`src/rtl/hash_des_sbox_iter_if.sv`:
```
// Streaming port bundle for hash_des_sbox_iter: message input, digest output and status.
// The abort input exists only when HASH_ITER_ABORT_EN is defined.
interface hash_des_sbox_iter_if;
    logic        in_valid;
    logic        in_ready;
    logic [7:0]  in_byte;
    logic [63:0] in_len;
    logic [31:0] digest;
    logic        digest_valid;
    logic        digest_ready;
    logic        busy;
`ifdef HASH_ITER_ABORT_EN
    logic        abort;

    modport master (
        output in_valid, in_byte, in_len, digest_ready, abort,
        input  in_ready, digest, digest_valid, busy
    );
    modport slave (
        input  in_valid, in_byte, in_len, digest_ready, abort,
        output in_ready, digest, digest_valid, busy
    );
`else
    modport master (
        output in_valid, in_byte, in_len, digest_ready,
        input  in_ready, digest, digest_valid, busy
    );
    modport slave (
        input  in_valid, in_byte, in_len, digest_ready,
        output in_ready, digest, digest_valid, busy
    );
`endif
endinterface

```
`src/rtl/hash_des_sbox_iter.sv`:
```
// Iterated nibble hash on DES S-box S5: ROUNDS rounds per message byte, then a length-mixing
// finalisation round. Define HASH_ITER_ABORT_EN to add a synchronous abort input.
module hash_des_sbox_iter #(
    parameter int unsigned ROUNDS = 4,
    parameter logic [31:0] IV     = 32'h4B71DF03
) (
    input logic                 clk,
    input logic                 rst_n,
    hash_des_sbox_iter_if.slave bus
);

    if (ROUNDS < 1 || ROUNDS > 15) begin : g_rounds_check
        $error("hash_des_sbox_iter: ROUNDS must be in 1..15");
    end

    typedef enum logic [2:0] {StIdle, StRound, StWaitByte, StFinal, StOut} state_e;

    // S5 flattened by index {row, column}, one nibble per entry, row 0 in the low bits.
    localparam logic [255:0] S5 = {64'h354A90F6D2E17C8B, 64'hE0365C9F87DAB124,
                                   64'h6893AF051D74C2BE, 64'h9E0DF3586BA714C2};

    function automatic logic [3:0] sbox(input logic [5:0] x);
        logic [5:0] idx;
        idx = {x[5], x[0], x[4:1]};
        return S5[{idx, 2'b00} +: 4];
    endfunction

    function automatic logic [3:0] rotl4(input logic [3:0] n, input logic [1:0] k);
        logic [7:0] t;
        t = {n, n} << k;
        return t[7:4];
    endfunction

    // Output nibble i takes input nibble i+1, xors its own key nibble, rotates by i/2.
    function automatic logic [31:0] mix(input logic [31:0] h, input logic [31:0] key);
        logic [31:0] r;
        r = '0;
        for (int i = 0; i < 8; i++) begin
            r[4*i +: 4] = rotl4(h[4*((i+1)%8) +: 4] ^ key[4*i +: 4], 2'(i / 2));
        end
        return r;
    endfunction

    function automatic logic [31:0] round_key(input logic [7:0] b);
        return {8{sbox({b[3] ^ b[2], b[1], b[0], b[7], b[6], b[5] ^ b[4]})}};
    endfunction

    function automatic logic [31:0] final_key(input logic [63:0] len);
        logic [31:0] k;
        logic [7:0]  c;
        k = '0;
        for (int i = 0; i < 8; i++) begin
            c = len[8*i +: 8];
            k[4*i +: 4] = sbox({c[7] ^ c[1], c[3], c[2], c[5] ^ c[0], c[4], c[6]});
        end
        return k;
    endfunction

    state_e      state_q, state_d;
    logic [31:0] h_q, h_d;
    logic [63:0] rem_q, rem_d;
    logic [63:0] len_q, len_d;
    logic [7:0]  byte_q, byte_d;
    logic [3:0]  cnt_q, cnt_d;
    logic [31:0] digest_q, digest_d;
    logic        dvalid_q, dvalid_d;
    logic        in_ready;
    logic        hs;

    // in_ready is gated by rst_n so it reads 0 for the whole reset assertion.
    assign in_ready         = rst_n && (state_q == StIdle || state_q == StWaitByte);
    assign hs               = bus.in_valid && in_ready;
    assign bus.in_ready     = in_ready;
    assign bus.digest       = digest_q;
    assign bus.digest_valid = dvalid_q;
    assign bus.busy         = (state_q != StIdle);

    always_ff @(posedge clk or negedge rst_n) begin
        if (!rst_n) begin
            state_q  <= StIdle;
            h_q      <= IV;
            rem_q    <= '0;
            len_q    <= '0;
            byte_q   <= '0;
            cnt_q    <= '0;
            digest_q <= '0;
            dvalid_q <= 1'b0;
        end else begin
            state_q  <= state_d;
            h_q      <= h_d;
            rem_q    <= rem_d;
            len_q    <= len_d;
            byte_q   <= byte_d;
            cnt_q    <= cnt_d;
            digest_q <= digest_d;
            dvalid_q <= dvalid_d;
        end
    end

    always_comb begin
        state_d  = state_q;
        h_d      = h_q;
        rem_d    = rem_q;
        len_d    = len_q;
        byte_d   = byte_q;
        cnt_d    = cnt_q;
        digest_d = digest_q;
        dvalid_d = dvalid_q;
        unique case (state_q)
            StIdle: begin
                if (hs) begin
                    h_d   = IV;
                    len_d = bus.in_len;
                    cnt_d = '0;
                    if (bus.in_len != '0) begin
                        rem_d   = bus.in_len - 64'd1;
                        byte_d  = bus.in_byte;
                        state_d = StRound;
                    end else begin
                        state_d = StFinal;
                    end
                end
            end
            StRound: begin
                h_d = mix(h_q, round_key(byte_q));
                if (cnt_q == 4'(ROUNDS - 1)) begin
                    cnt_d   = '0;
                    state_d = (rem_q != '0) ? StWaitByte : StFinal;
                end else begin
                    cnt_d = cnt_q + 4'd1;
                end
            end
            StWaitByte: begin
                if (hs) begin
                    byte_d  = bus.in_byte;
                    rem_d   = rem_q - 64'd1;
                    state_d = StRound;
                end
            end
            StFinal: begin
                h_d      = mix(h_q, final_key(len_q));
                digest_d = h_d;
                dvalid_d = 1'b1;
                state_d  = StOut;
            end
            StOut: begin
                if (dvalid_q && bus.digest_ready) begin
                    dvalid_d = 1'b0;
                    state_d  = StIdle;
                end
            end
            default: state_d = StIdle;
        endcase
`ifdef HASH_ITER_ABORT_EN
        // Abort wins over any same-cycle handshake; the last digest stays readable.
        if (bus.abort) begin
            state_d  = StIdle;
            h_d      = h_q;
            rem_d    = '0;
            len_d    = len_q;
            byte_d   = byte_q;
            cnt_d    = '0;
            digest_d = digest_q;
            dvalid_d = 1'b0;
        end
`endif
    end

endmodule

```
`src/flat_wrapper.sv`:
```
// flat-port wrapper written by rule: the top's interface ports become plain ports
module hash_des_sbox_iter_flat 
#(
    parameter int unsigned ROUNDS = 4,
    parameter logic [31:0] IV     = 32'h4B71DF03
)
  (clk, rst_n, bus_in_valid, bus_in_byte, bus_in_len, bus_digest_ready, bus_in_ready, bus_digest, bus_digest_valid, bus_busy);
  hash_des_sbox_iter_if bus_i ();
  input logic clk;
  input logic rst_n;
  input wire logic [$bits(bus_i.in_valid)-1:0] bus_in_valid;
  input wire logic [$bits(bus_i.in_byte)-1:0] bus_in_byte;
  input wire logic [$bits(bus_i.in_len)-1:0] bus_in_len;
  input wire logic [$bits(bus_i.digest_ready)-1:0] bus_digest_ready;
  output wire logic [$bits(bus_i.in_ready)-1:0] bus_in_ready;
  output wire logic [$bits(bus_i.digest)-1:0] bus_digest;
  output wire logic [$bits(bus_i.digest_valid)-1:0] bus_digest_valid;
  output wire logic [$bits(bus_i.busy)-1:0] bus_busy;
  assign bus_i.in_valid = bus_in_valid;
  assign bus_i.in_byte = bus_in_byte;
  assign bus_i.in_len = bus_in_len;
  assign bus_i.digest_ready = bus_digest_ready;
  assign bus_in_ready = bus_i.in_ready;
  assign bus_digest = bus_i.digest;
  assign bus_digest_valid = bus_i.digest_valid;
  assign bus_busy = bus_i.busy;
  hash_des_sbox_iter #(.ROUNDS(ROUNDS), .IV(IV)) u_core (.clk(clk), .rst_n(rst_n), .bus(bus_i));
endmodule
```
`config.mk`:
```
export PLATFORM = sky130hd
export DESIGN_NAME = hash_des_sbox_iter_flat
export DESIGN_NICKNAME = d
export VERILOG_FILES = /design/src/rtl/hash_des_sbox_iter_if.sv /design/src/rtl/hash_des_sbox_iter.sv /design/src/flat_wrapper.sv
export SDC_FILE = /design/constraint.sdc
export NUM_CORES = 1
export LEC_CHECK = 0
export ABC_AREA = 1
export CORE_MARGIN = 2
export CORE_UTILIZATION = 50
export DETAILED_ROUTE_END_ITERATION = 8
export HOLD_SLACK_MARGIN = 0.05
export MAX_ROUTING_LAYER = met4
export PLACE_DENSITY = 0.75
export RECOVER_POWER = 50
export SLEW_MARGIN = 20
export SYNTH_ARGS = -nofsm -noshare
export SYNTH_HDL_FRONTEND = slang
export SYNTH_SLANG_ARGS = --single-unit
```
`constraint.sdc`:
```
create_clock -name clk -period 2.7 [get_ports clk]
set_input_delay 0.405 -clock clk [delete_from_list [all_inputs] [get_ports clk]]
set_output_delay 0.405 -clock clk [all_outputs]
set_load 0.02 [all_outputs]
```
Word-level counts from Yosys, hierarchy flattened
Cells that the tools add are included.
- output and inout bits: 35
- input port bits: 76
- word-level logic and storage cells: 104
- flip-flop bits (word level): 208
- mux-type cells: 22
- equality and inequality tests: 10
- shift-type cells: 9
- reduce and logical (&&, ||, !) cells: 18
- add/subtract/negate cells: 3
- bitwise gates (word level): 34
- operators by type and width (kind ; number):
    indexed part select 256 x 9 -> 4 bit (first input constant) ; 9
    2-to-1 mux 64 bit ; 3
    one-hot mux 64 bit (2 select lines) ; 1
    nonzero test 64 bit ; 2
    subtractor 64 x 1 -> 64 bit (second input constant) ; 2
    one-hot mux 32 bit (3 select lines) ; 1
    bitwise XOR 4 bit ; 16
    2-to-1 mux 32 bit ; 1
    2-to-1 mux 8 bit ; 3
    bitwise XOR 1 bit ; 18
    one-hot mux 8 bit (2 select lines) ; 1
    one-hot mux 3 bit (5 select lines) ; 1
    2-to-1 mux 3 bit ; 4
    2-to-1 mux 4 bit ; 2
    inequality test 2 x 1 -> 1 bit (second input constant) ; 4
    one-hot mux 4 bit (2 select lines) ; 1
    AND reduction 2 bit ; 4
    AND reduction 4 bit ; 2
    equality test 3 x 2 -> 1 bit (second input constant) ; 2
    nonzero test 2 bit ; 3
    nonzero test 3 bit ; 2
    adder 4 x 1 -> 4 bit (second input constant) ; 1
    equality test 4 x 2 -> 1 bit (second input constant) ; 1
    equality test 3 x 1 -> 1 bit (second input constant) ; 1
    8 further kinds ; 11

Depth between registers and ports, before layout
Gate-level depths: netlist of run 1.
- word-level depth: 6
- mapped depth: 16
- gate-level depth less buffers: 16

Least setup slack after synthesis of run 1
Ideal clock, no wire load.
- path kind: flip-flop to flip-flop
- from: register u_core.state_q[2]
- to: register u_core.rem_q[42]
- required time: 2.583 ns
- data arrival time: 2.089 ns
- stages on the path, launching flop included: 16
- setup time: 0.117 ns
- path slack: 0.494 ns
- clock period less this slack: 2.206 ns
- path buffers: 2
- path through: dfrtp_1 nor2_4 buf_6 buf_8 nand3_1 nand2_2 ha_1 nand3_2 nor2_2 nand2_1 nor2_2 nand2_2 nor2_4 nand3_1 nand3_1 nand2_1
- longest elaborated chain between the ends: 6
- elaborated cells on any way between the ends: 11
- classes of those cells: eq/ne: 4; mux: 1; reduce/logical: 6
- ends and longest elaborated chain (item ; RTL line ; RTL):
    start: declaration ; hash_des_sbox_iter.sv:59 ; state_e state_q, state_d;
    start signal: assignment ; hash_des_sbox_iter.sv:80 ; state_q <= StIdle;
    start signal: assignment ; hash_des_sbox_iter.sv:89 ; state_q <= state_d;
    equality test 3 x 2 -> 1 bit / zero test 3 bit (equally long branches) ; hash_des_sbox_iter.sv:71, hash_des_sbox_iter.sv:109 ;
    logical OR 1 bit ; hash_des_sbox_iter.sv:71 ; assign in_ready = rst_n && (state_q == StIdle || state_q == StWaitByte);
    logical AND 1 bit ; hash_des_sbox_iter.sv:71 ;
    logical AND 1 bit ; hash_des_sbox_iter.sv:72 ; assign hs = bus.in_valid && in_ready;
    inequality test 2 x 1 -> 1 bit (no source line) ; n/a ;
    AND reduction 4 bit (no source line) ; n/a ;
    end signal: assignment ; hash_des_sbox_iter.sv:91 ; rem_q <= rem_d;
    end: declaration ; hash_des_sbox_iter.sv:61 ; logic [63:0] rem_q, rem_d;
Parallel ways exist; a longest one is shown, timed or not.
A chain may end at the register's enable or synchronous reset.

Worst setup path in the final report of run 1
- from: register u_core.state_q[0]
- to: output bus_busy
- longest elaborated chain between the ends: 1
- ends and longest elaborated chain (item ; RTL line ; RTL):
    nonzero test 3 bit ; hash_des_sbox_iter.sv:76 ; assign bus.busy = (state_q != StIdle);
    end: declaration ; flat_wrapper.sv:18 ; output wire logic [$bits(bus_i.busy)-1:0] bus_busy;
No other way between the ends.

==> flow_metrics.py, run 1 <==
metrics = {
    "timing": {
        "fin_crit_ns": 2.61,
        "skew_ns": 0.0180,
        "rsz0062_at_grt": "true",
        "finalMaxSlewViolations": 125,
        "post-route-period-util": 0.965,
        "tightest_slew_ns": 1.90,
        "hold_viol_final": 0,
        "hold_slack_ns": 0.240,
        "setup_viol": 0,
        "fin_ws_ns": 0.0945,
        "final.setup.tns_ns": 0,
        "fmax_mhz": 384,
        "relSlewSlack": -0.269,
    },
    "cts": {
        "cts_root_buf": "clkbuf_16",
        "path_clk_slew_ns": 0.06,
        "cts_made_buffers": 26,
        "clock-sinks": 208,
        "clockBufferDepth": 3,
        "clock_latency_ns": 0.55,
        "cts_max_level": 1,
        "tritoncts": "built",
    },
    "worst_hold_path": {
        "holdCritPathClass": "in -> async",
    },
    "critical_path": {
        "arrival_ns": 2.20,
        "cpMostUsedCell": "inv_1",
        "endpoint_kind": "primary output",
        "required_ns": 2.30,
        "crit_chain": "nor2_4, buf_12, inv_1, nor2_1, inv_1, clkdlybuf4s50_1",
        "worst_path_largest_cell_delay_ns": 0.53,
        "cp-start-kind": "flip-flop",
        "critPathMaxFanout": 14,
        "critPathSlowestCell": "clkdlybuf4s50_1",
        "path_class": "reg -> out",
    },
    "yosys": {
        "synthFlopType": "dfrtp_1",
        "ys_seq_elements": 208,
        "yosysUniqueCellTypes": 43,
        "yosysWarnings": 0,
        "synth_area_um2": 17700,
        "synth.net_count": 3073,
        "synthTopCellsByCount": "nand2_1, nand3_1, nor2_1",
        "synth-edff-count": 0,
        "synth.area.top_cells": "dfrtp_1, nand2_1, nand3_1",
        "async_flop_share": 1.00,
        "yosysTopAreaCell": "dfrtp_1",
        "syn_inst": 2930,
        "synth.top_cell.area_share": 0.269,
        "ys_seq_area_frac": 0.295,
        "syn_avg_cell_area_um2": 6.05,
        "synth.most_common_cell": "nand2_1",
    },
    "layout": {
        "fin_area_um2": 20600,
        "drive_gt1_frac": 0.0764,
        "fin_util": 0.593,
        "seq_area_um2": 5230,
        "fill_cells": 3386,
        "area_growth_pct": 16.1,
        "nets": 3186,
        "multi_input_area_um2": 11000,
    },
    "status": {
        "status": "finished with violations",
        "violations": "max-capacitance violations, max-slew violations",
    },
    "power_and_ir_drop": {
        "leakage_nw": 10.3,
        "combPwrFrac": 0.635,
        "p_switching_mw": 15.2,
        "sw_frac_of_total": 0.532,
        "p_per_area_nw_per_um2": 1380,
        "power.internal_mw": 13.4,
        "pwr-share-clk": 0.138,
        "ir_drop_mv": 0.825,
        "seqPwrFrac": 0.227,
    },
    "placed_design": {
        "placed_cell_area_um2": 19600,
        "portBuffers": 110,
        "gp_congestion": 1.08,
        "dp_hpwl_um": 47600,
        "pre_cts_slack_ns": 0.146,
    },
    "detailed_routing": {
        "route.detailed.drc": 0,
        "routed_via_density": 5.66,
        "drt-total-wl_um": 62300,
        "via_count": 19914,
        "first_pass_iters": 9,
        "ant_nets": 0,
        "wl_per_cell_um": 17.7,
        "drt-initial-drc-count": 1938,
    },
    "grt": {
        "grt_overflow": 0,
        "grt_pass1_wl_um": 99300,
        "grt_pass1_vias": 18357,
        "antenna_found_initial": 1,
        "grt_max_degree": 125,
        "grtUsageTotal": 0.350,
    },
    "die": {
        "dieArea_um2": 37000,
        "die_h_um": 192,
        "initial_utilization": 0.511,
        "core_region_area_um2": 34700,
        "ios": 111,
        "die_w_um": 192,
        "rows": 68,
    },
    "run": {
        "max-cap-violations": 1,
    },
}
## power groups by stage
stage | logic [mW] | clock network [mW] | registers, mW
2_1_floorplan | 12.7 | 0 | 6.01
3_3_place_gp | 17.6 | 0 | 6.42
3_5_place_dp | 17.7 | 0 | 6.46
4_1_cts | 17.9 | 3.99 | 6.42
5_1_grt | 20.4 | 4.13 | 6.67
6_report | 18.1 | 3.93 | 6.48
## final timing paths
path / startpoint / to / slack (ns) / cells after the start
setup reg to reg: u_core.state_q[0] / u_core.rem_q[58] / 0.11 / 15
setup / recovery: u_core.state_q[0] / bus_busy / 0.09 / 6
hold reg to reg: u_core.bus.digest[18] / u_core.bus.digest[18] / 0.48 / 2
min in group clk: bus_in_byte[5] / u_core.byte_q[5] / 0.44 / 3
max in group asynchronous: rst_n / u_core.state_q[1] / 0.38 / 4
hold / removal: rst_n / u_core.rem_q[37] / 0.24 / 2
## kinds of logic after synthesis
logic type	count (synthesis)	share of synthesized area
AO/OA/AOI/OAI	369	0.110
XOR/XNOR	22	0.0113
buffers and inverters	377	0.0868
AND/OR/NAND/NOR	1887	0.450
adder cells (fa/ha/maj)	67	0.0473
flip-flops	208	0.295
## placed cells by master, fill, tap and decap left out, drive strengths merged, types with 2 or more instances in the layout
| cell type | instances |
|---|---|
| nand2 | 1086 |
| nand3 | 419 |
| nor2 | 321 |
| inv | 253 |
| o21ai | 238 |
| dfrtp | 191 |
| clkdlybuf4s50 | 96 |
| a21oi | 93 |
| buf | 82 |
| ha | 67 |
| clkbuf | 37 |
| o211ai | 27 |
| nand4 | 20 |
| clkinv | 20 |
| nor4 | 18 |
| dfstp | 17 |
| dlygate4sd3 | 13 |
| xor2 | 11 |
| xnor2 | 11 |
| nor3 | 9 |
| or2 | 6 |
| nand3b | 6 |
| bufinv | 5 |
| o21bai | 3 |
| clkinvlp | 3 |
| o31ai | 2 |
## metrics by stage
| stage | std cells | total power [mW] |
|---|---|---|
| global route | 3519 | 31.2 |
| detailed placement | 3469 | 24.2 |
| CTS | 3518 | 28.3 |
| finish | 3519 | 28.5 |
| global placement | 3469 | 24.0 |
| floorplan | 2930 | 18.7 |
## cell type report
class | instances | area share
Antenna cell | 1 | 0.000121
Clock buffer | 35 | 0.0367
Clock inverter | 13 | 0.00996
Inverter | 268 | 0.0488
Multi-Input combinational cell | 2345 | 0.534
Sequential cell | 208 | 0.254
Tap cell | 455 | 0.0276
Timing Repair Buffer | 194 | 0.0889
## repair_timing
action	CTS	global route
endpoints found under the setup margin	0	10
endpoints found under the hold margin	51	0
setup buffers	0	0
hold buffers	1	0
gates resized for setup	0	11
## critical path, delay by kind of cell (launching register included)
kind / cells / cell delay (ns)
buf+inv: 4 / 0.85
flops: 1 / 0.43
simple gates: 2 / 0.36
## sequential cells by signal, indices dropped and copies added, names as in the netlist
signal,flops
u_core.len_q,64
u_core.rem_q,64
u_core.bus.digest,32
u_core.h_q,32
u_core.byte_q,8
u_core.cnt_q,4
u_core.state_q,3
u_core.bus.digest_valid,1
## routing by layer
| metal | GRT usage | share of wire | up-vias |
|---|---|---|---|
| met5 | - | 0 | - |
| met4 | 0.128 | 0.042 | 0 |
| met3 | 0.0349 | 0.068 | 140 |
| met2 | 0.542 | 0.45 | 858 |
| met1 | 0.475 | 0.44 | 9199 |
| li1 | - | - | 9717 |
Note: power is estimated with default switching activity, not from simulation.
==> run 2: changes to the inputs <==
--- a/config.mk
+++ b/config.mk
@@ -7,11 +7,11 @@
 export LEC_CHECK = 0
 export ABC_AREA = 1
 export CORE_MARGIN = 2
-export CORE_UTILIZATION = 50
+export CORE_UTILIZATION = 60
 export DETAILED_ROUTE_END_ITERATION = 8
 export HOLD_SLACK_MARGIN = 0.05
 export MAX_ROUTING_LAYER = met4
-export PLACE_DENSITY = 0.75
+export PLACE_DENSITY = 0.87
 export RECOVER_POWER = 50
 export SLEW_MARGIN = 20
 export SYNTH_ARGS = -nofsm -noshare
==> flow_metrics.py, run 2 (synthesized netlist as in run 1, its figures left out) <==
metrics = {
    "detailed_routing": {
        "maxUsedRoutingLayer": "met4",
        "met2_length_um": 26400,
        "drt-met1-wl_um": 24300,
        "dr_wl_met3_um": 6090,
        "drt-initial-drc-count": 2858,
        "via_count": 20208,
        "drt-total-wl_um": 59600,
        "wl_per_cell_um": 17.4,
        "route.detailed.drc": 0,
        "first_pass_iters": 8,
        "ant_nets": 0,
        "routed_via_density": 5.91,
    },
    "timing": {
        "fin_crit_ns": 2.63,
        "final.setup.tns_ns": 0,
        "rsz0062_at_grt": "true",
        "post-route-period-util": 0.974,
        "tightest_slew_ns": 1.37,
        "skew_ns": 0.0169,
        "hold_viol_final": 0,
        "finalMaxSlewViolations": 0,
        "relSlewSlack": 0.0873,
        "setup_viol": 0,
        "fmax_mhz": 380,
    },
    "layout": {
        "nets": 3157,
        "layout_commonest_cell": "nand2_1",
        "fill_cells": 2545,
        "drive_gt1_frac": 0.0669,
        "fin_util": 0.700,
        "top_regs": "u_core.len_q (64), u_core.rem_q (64)",
        "layout_common_cells": "nand2_1, nand3_1, nor2_1",
        "area_growth_pct": 14.2,
    },
    "cts": {
        "clockBufferDepth": 3,
        "path_clk_slew_ns": 0.06,
        "clock_latency_ns": 0.55,
        "cts_made_buffers": 26,
        "tritoncts": "built",
        "cts_max_level": 1,
        "cts_root_buf": "clkbuf_16",
        "clock-sinks": 208,
    },
    "die": {
        "dieArea_um2": 31000,
        "die_h_um": 176,
        "die_w_um": 176,
        "ios": 111,
        "core_region_area_um2": 28900,
        "rows": 62,
        "initial_utilization": 0.613,
    },
    "critical_path": {
        "path_class": "reg -> out",
        "endpoint_kind": "primary output",
        "cp-start-kind": "flip-flop",
        "crit_chain": "nor2_4, inv_1, nor2_1, clkdlybuf4s50_1",
        "required_ns": 2.30,
        "critPathMaxFanout": 6,
        "worst_path_largest_cell_delay_ns": 0.66,
        "critPathSlowestCell": "clkdlybuf4s50_1",
        "arrival_ns": 2.23,
    },
    "power_and_ir_drop": {
        "total_power_mw": 28.3,
        "p_per_area_nw_per_um2": 1400,
        "ir_drop_mv": 0.650,
        "leakage_nw": 10.1,
    },
    "placed_design": {
        "dp_hpwl_um": 44100,
        "gp_congestion": 1.10,
        "portBuffers": 110,
    },
    "status": {
        "status": "finished, final reports clean",
    },
    "grt": {
        "antenna_found_initial": 1,
        "grt_pass1_wl_um": 95600,
        "grtUsageTotal": 0.394,
        "grt_pass1_vias": 18412,
        "grt_overflow": 0,
        "grt_max_degree": 102,
    },
    "run": {
        "max-cap-violations": 0,
    },
    "worst_hold_path": {
        "holdCritPathClass": "in -> reg",
    },
}
-- run 2: cell types whose count changed in the layout (fill, tap and decap cells not counted), sizes merged --
cell and change:
clkinv +2, clkbuf -1, dlygate4sd3 -7, buf -29, clkdlybuf4s50 +7, dlymetal6s2s -1
-- run 2: final timing paths --
kind                                    endpoint  slack [ns]                   from  cells past startpoint
max                                 bus_in_ready        0.07      u_core.state_q[2]                      4
min                             u_core.byte_q[3]        0.41         bus_in_byte[3]                      3
max reg2reg                     u_core.rem_q[17]        0.10      u_core.state_q[2]                     13
min reg2reg                u_core.bus.digest[11]        0.49  u_core.bus.digest[11]                      2
max in group asynchronous       u_core.len_q[57]        0.59                  rst_n                      3
min in group asynchronous       u_core.rem_q[41]        0.42                  rst_n                      2
-- run 2: metal layers --
metal / GRT usage / up-vias
met3: 0.0603 / 214
met5: - / -
met4: 0.152 / 0
li1: - / 9629
met1: 0.529 / 9126
met2: 0.603 / 1239
-- run 2: power by group --
part	leakage, nW	internal [mW]	total, mW	switching, mW
Clock	0.457	2.38	3.84	1.46
Sequential	2.55	4.74	6.49	1.74
Combinational	7.10	6.04	18.0	12.0
Total	10.1	13.2	28.3	15.2
-- run 2: layout make-up --
class	count	area [µm²]	share of cell area
Antenna cell	1	2.50	0.000124
Clock buffer	33	728	0.0360
Multi-Input combinational cell	2345	11000	0.543
Inverter	268	1010	0.0497
Tap cell	384	480	0.0237
Timing Repair Buffer	165	1600	0.0790
Clock inverter	15	211	0.0104
Sequential cell	208	5230	0.258
-- run 2: critical path: cells and delay by family, from the launching register on --
family / cells / cell delay, ns
flops: 1 / 0.43
simple gates: 2 / 0.46
buf+inv: 2 / 0.79
-- run 2: stage by stage --
stage          cell area [µm²]  instances  hold slack [ns]  setup WS (ns)
2_1_floorplan            17700       2930            0.109          0.494
3_3_place_gp             19300       3368            0.462          0.128
3_5_place_dp             19300       3368            0.477          0.118
4_1_cts                  20200       3416           0.0661         0.0789
5_1_grt                  20300       3419            0.428        -0.0185
6_report                 20300       3419            0.410         0.0693
-- run 2: repair_timing --
action / CTS / global route
setup endpoints to repair: 0 / 33
hold buffers: 0 / 0
buffers inserted: 0 / 2
resized for setup: 0 / 9
